**src/rtl/id_ex_skid_reg.sv**
```systemverilog
// ID/EX pipeline register with a valid/ready handshake and a two-entry skid buffer.
// The main entry drives execute. The skid entry absorbs one bundle while execute stalls.
module id_ex_skid_reg #(
  parameter int   DATA_W    = 8,
  parameter int   INST_W    = 8,
  parameter int   JADR_W    = 6,
  parameter logic PCSRC_RST = 1'b1
) (
  input  logic              clk,
  input  logic              reset,
  input  logic              flush,
  input  logic              in_valid,
  output logic              in_ready,
  input  logic [DATA_W-1:0] PCline_in,
  input  logic [INST_W-1:0] inst_code_in,
  input  logic [DATA_W-1:0] ImmData_in,
  input  logic [DATA_W-1:0] Read_Data_1,
  input  logic [JADR_W-1:0] j_adr_in,
  input  logic [2:0]        ctrl_in,
  output logic              out_valid,
  input  logic              out_ready,
  output logic [DATA_W-1:0] PCline_out,
  output logic [INST_W-1:0] inst_code_out,
  output logic [DATA_W-1:0] ImmData_out,
  output logic [DATA_W-1:0] num1,
  output logic [JADR_W-1:0] j_adr_out,
  output logic [2:0]        ctrl_out,
  output logic [1:0]        occupancy
);

  localparam int BUN_W = 3*DATA_W + INST_W + JADR_W + 3;

  logic [BUN_W-1:0] r_main;
  logic [BUN_W-1:0] r_skid;
  logic             r_main_valid;
  logic             r_skid_valid;

  logic [BUN_W-1:0] w_in_bundle;
  logic [2:0]       w_main_ctrl;
  logic             w_accept;
  logic             w_drain;

  assign w_in_bundle = {PCline_in, inst_code_in, ImmData_in, Read_Data_1, j_adr_in, ctrl_in};

  // in_ready depends only on registered state, so out_ready never reaches it combinationally.
  assign in_ready  = ~r_skid_valid;
  assign out_valid = r_main_valid;
  assign w_accept  = in_valid & in_ready;
  assign w_drain   = r_main_valid & out_ready;

  // The skid entry is only ever filled while main is full, so an empty main implies an empty skid.
  always_ff @(posedge clk or negedge reset) begin
    if (!reset) begin
      r_main       <= '0;
      r_skid       <= '0;
      r_main_valid <= 1'b0;
      r_skid_valid <= 1'b0;
    end else if (flush) begin
      r_main_valid <= 1'b0;
      r_skid_valid <= 1'b0;
    end else if (!r_main_valid) begin
      if (w_accept) begin
        r_main       <= w_in_bundle;
        r_main_valid <= 1'b1;
      end
    end else if (r_skid_valid) begin
      if (w_drain) begin
        r_main       <= r_skid;
        r_skid_valid <= 1'b0;
      end
    end else begin
      if (w_drain && w_accept) begin
        r_main <= w_in_bundle;
      end else if (w_drain) begin
        r_main_valid <= 1'b0;
      end else if (w_accept) begin
        r_skid       <= w_in_bundle;
        r_skid_valid <= 1'b1;
      end
    end
  end

  assign {PCline_out, inst_code_out, ImmData_out, num1, j_adr_out, w_main_ctrl} = r_main;

  // Bubbles present a safe control word: no register write, default PC source.
  assign ctrl_out  = r_main_valid ? w_main_ctrl : {PCSRC_RST, 2'b00};
  assign occupancy = {1'b0, r_main_valid} + {1'b0, r_skid_valid};

endmodule

```
**config.mk**
```make
export PLATFORM = sky130hd
export DESIGN_NAME = id_ex_skid_reg
export DESIGN_NICKNAME = d
export VERILOG_FILES = /design/src/rtl/id_ex_skid_reg.sv
export SDC_FILE = /design/constraint.sdc
export NUM_CORES = 1
export LEC_CHECK = 0
export BUFFER_PORTS_ARGS = -buffer_cell sky130_fd_sc_hd__buf_4
export CAP_MARGIN = 15
export CORE_MARGIN = 5
export CORE_UTILIZATION = 49
export DETAILED_ROUTE_END_ITERATION = 12
export GPL_ROUTABILITY_DRIVEN = 0
export PLACE_DENSITY = 0.82
export SLEW_MARGIN = 25
export SYNTH_ARGS = -nofsm -noshare
export SYNTH_HDL_FRONTEND = slang
export SYNTH_SLANG_ARGS = --single-unit
```
**constraint.sdc**
```tcl
create_clock -name clk -period 1.97 [get_ports clk]
set_input_delay 0.394 -clock clk [delete_from_list [all_inputs] [get_ports clk]]
set_output_delay 0.394 -clock clk [all_outputs]
set_load 0.02 [all_outputs]
```
==> metrics.md <==
| Metric | Value |
|---|---|
| Clk root buf | clkbuf_8 |
| Total Power | 5.20 mW |
| RR Endpoint | r_main[10] |
| ANT cells | 0 |
| Final hold vios | 0 |
| Critical path peak fanout | 6 |
| Setup_tns | 0 ns |
| WS Path Type | reg2reg |
| Reg2reg setup slack | a little over 0.07 ns |
| Detail Placement HPWL | 5.03 mm |
| M1 GR Usage | 0.199 |
| Busiest grt layer | met2 |
| Slew Limit Fails | 0 |
| CP arrival | 2.13 ns |
| Die width | around 100 um |
| Die footprint | 10100 um^2 |
| Pleak | 2.22 nW |
| Core area | 8090 um^2 |
| First-pass GRT wire length | 12.2 mm |
| Detailed Route Iter0 Violations | 38 |
| Routed Antenna Nets | 0 |
| H-tree depth | 3 |
| Grt met2 use | 0.246 |
| Final setup margin | 0.0719 ns |
| Crit. Startpoint | out_valid |
| CTS Hold Buffers Added | 0 |
| Fin crit period | 1.90 ns |
| Max clock buf depth | 2 |
| Nets | 388 |
| CTS tree | done |
| Final Instance Area | 4900 um^2 |
| Reg2reg start | out_valid |
| Post-synthesis cell area | 4020 um^2 |
| Largest net degree at the start of global routing | 47 |
| Sequential cell area fraction in the yosys report | 0.523 |
| Clk Latency, worst-skew pair | 0.34 ns |
| I/O pins | 91 |
| Area added between synthesis and finish | 21.9% |
| Clock Skew | ~0.0086 ns |
| Clock transition at path regs | ~0.09 ns |
| Hold_ws | 0.0422 ns |
| Outcome | complete, no violations |
| Reg2Reg Depth | 6 |
| Non-Filler Instances | 450 |
| Routed wire per std cell | around 17 um |
| Worst Setup EP | r_main[10] |
| Vias in the first global route | roughly 2500 |
| DRT Pass-1 Iters | 6 |
| Vias per inst | 5.10 |
| Syn_nets | roughly 320 |
| Pwr dens | about 1100 nW/um^2 |
| Rows | 33 |
| GRT Resource Usage Total | 0.153 |
| Achievable clock frequency | approximately 0.53 GHz |
| Placed Cells incl. Taps | 428 |
| Ys Warns | 0 |
| CTS Sinks | 84 |
| Starting density of the core | 0.497 |
| Worst vdd ir | 0.542 mV |
| Total clock buffers created by CTS | 9 |
| Final Cycle Share | 0.964 |
| Routed vias | 2293 |
| Met3 usage in global routing | 0.0471 |
| Post-route DRC | 0 |
| Hold Path Class | in2async |
| Initial antenna violation count | 0 |
| Cell taking the most area after synthesis | dfrtp_1 |
| Buffers on Ports | 90 |
| # Max-Cap Violations | 0 |
| Synth top area share | 0.523 |
| Place WS | 0.0637 ns |
| Slew @ Worst Pin | ~0.6 ns |
| Total Wirelength | 7.49 mm |
| Ranking of synthesized cells by area | dfrtp_1 52%, mux2_2 34%, buf_4 8.6% |
| Mean Syn Cell Area | 14.6 um^2 |
| CP Capture Type | flip-flop |
| Commonest non-fill, non-tap cell in the layout | mux2_2 |
| Post-DP Area | 4570 um^2 |
| Layout cell share with drive strength beyond 1 | 0.719 |
| Syn Inst Count | 275 |
| Slew Limit Headroom | 0.598 |
| Worst EP required | 2.20 ns |
| Util after Layout | 0.606 |
| Unique masters post-synth | 16 |
| Finish-stage setup viols | 0 |
| Kind of start point of the critical path | flip-flop |
| Most frequent cells in the layout | 120 x mux2_2, 95 x buf_4, 83 x dfrtp_1 |
| Chip height | 101 um |
| Yosys reg bits | 84 |
| Grt ovf | 0 |
power breakdown:
part / internal [mW] / switching (mW) / leakage (nW)
Clock: 0.785 / 0.601 / 0.112
Sequential: 2.18 / 0.238 / 1.01
Combinational: 0.782 / 0.618 / 1.10
Total: 3.75 / 1.46 / 2.22
synth_stat cells:
master     number
o21ai_0         1
a221oi_1        1
inv_1           3
a2bb2oi_1       1
buf_4          46
nand2b_1        3
a211oi_4        1
buf_6           4
nand2_1         2
mux2_2        120
and2_1          2
nor4_4          1
mux2_1          3
ha_1            2
a21oi_1         1
dfrtp_1        84
kinds of logic (layout without fill, tap and decap cells):
family                     after synthesis  in the layout  synth area share
and+or+nand+nor                          8              8            0.0149
buffers and inverters                   53            123            0.0999
AOI/OAI and AO/OA                        5              5            0.0118
adders and majority gates                2              2           0.00622
DFF                                     84             84             0.523
muxes                                  123            123             0.344
state kept, by name, summed over array words and instances, names as in the netlist:
register      flops
out_valid         1
r_main           41
r_skid           41
r_skid_valid      1
layout make-up:
class | count | area [um^2]
Sequential cell | 84 | 2100
Timing Repair Buffer | 104 | 886
Inverter | 3 | 11.3
Clock inverter | 5 | 83.8
Tap cell | 105 | 131
Fill cell | 660 | 3190
Clock buffer | 11 | 151
Multi-Input combinational cell | 138 | 1540
worst min path at each step:
stage	start	endpoint	slack, ns	cells past startpoint
floorplan	reset	out_valid	0.1	0
global route	reset	r_skid[17]	0.06	1
finish	reset	r_main[15]	0.04	1
CTS	reset	r_main[15]	0.05	1
detailed placement	reset	r_main[15]	0.44	1
global placement	reset	r_main[15]	0.43	1
critical path: stages (launching register included):
cell       delay (ns)
dfrtp_2          0.45
ha_1             0.24
a2bb2oi_2        0.15
a211oi_4         0.28
buf_6            0.18
clkbuf_16        0.15
mux2_2           0.33
repair_timing:
item / 4_1_cts / 5_1_grt
buffers inserted: 0 / 3
gates resized for setup: 0 / 4
setup endpoints to repair: 0 / 29
metal layers:
layer	wire length, um	vias to the layer above
met5	0	-
met4	52	0
met2	3770	57
met1	3260	1181
met3	410	6
li1	-	1049
No activity file was read; power rests on OpenSTA's default activity.
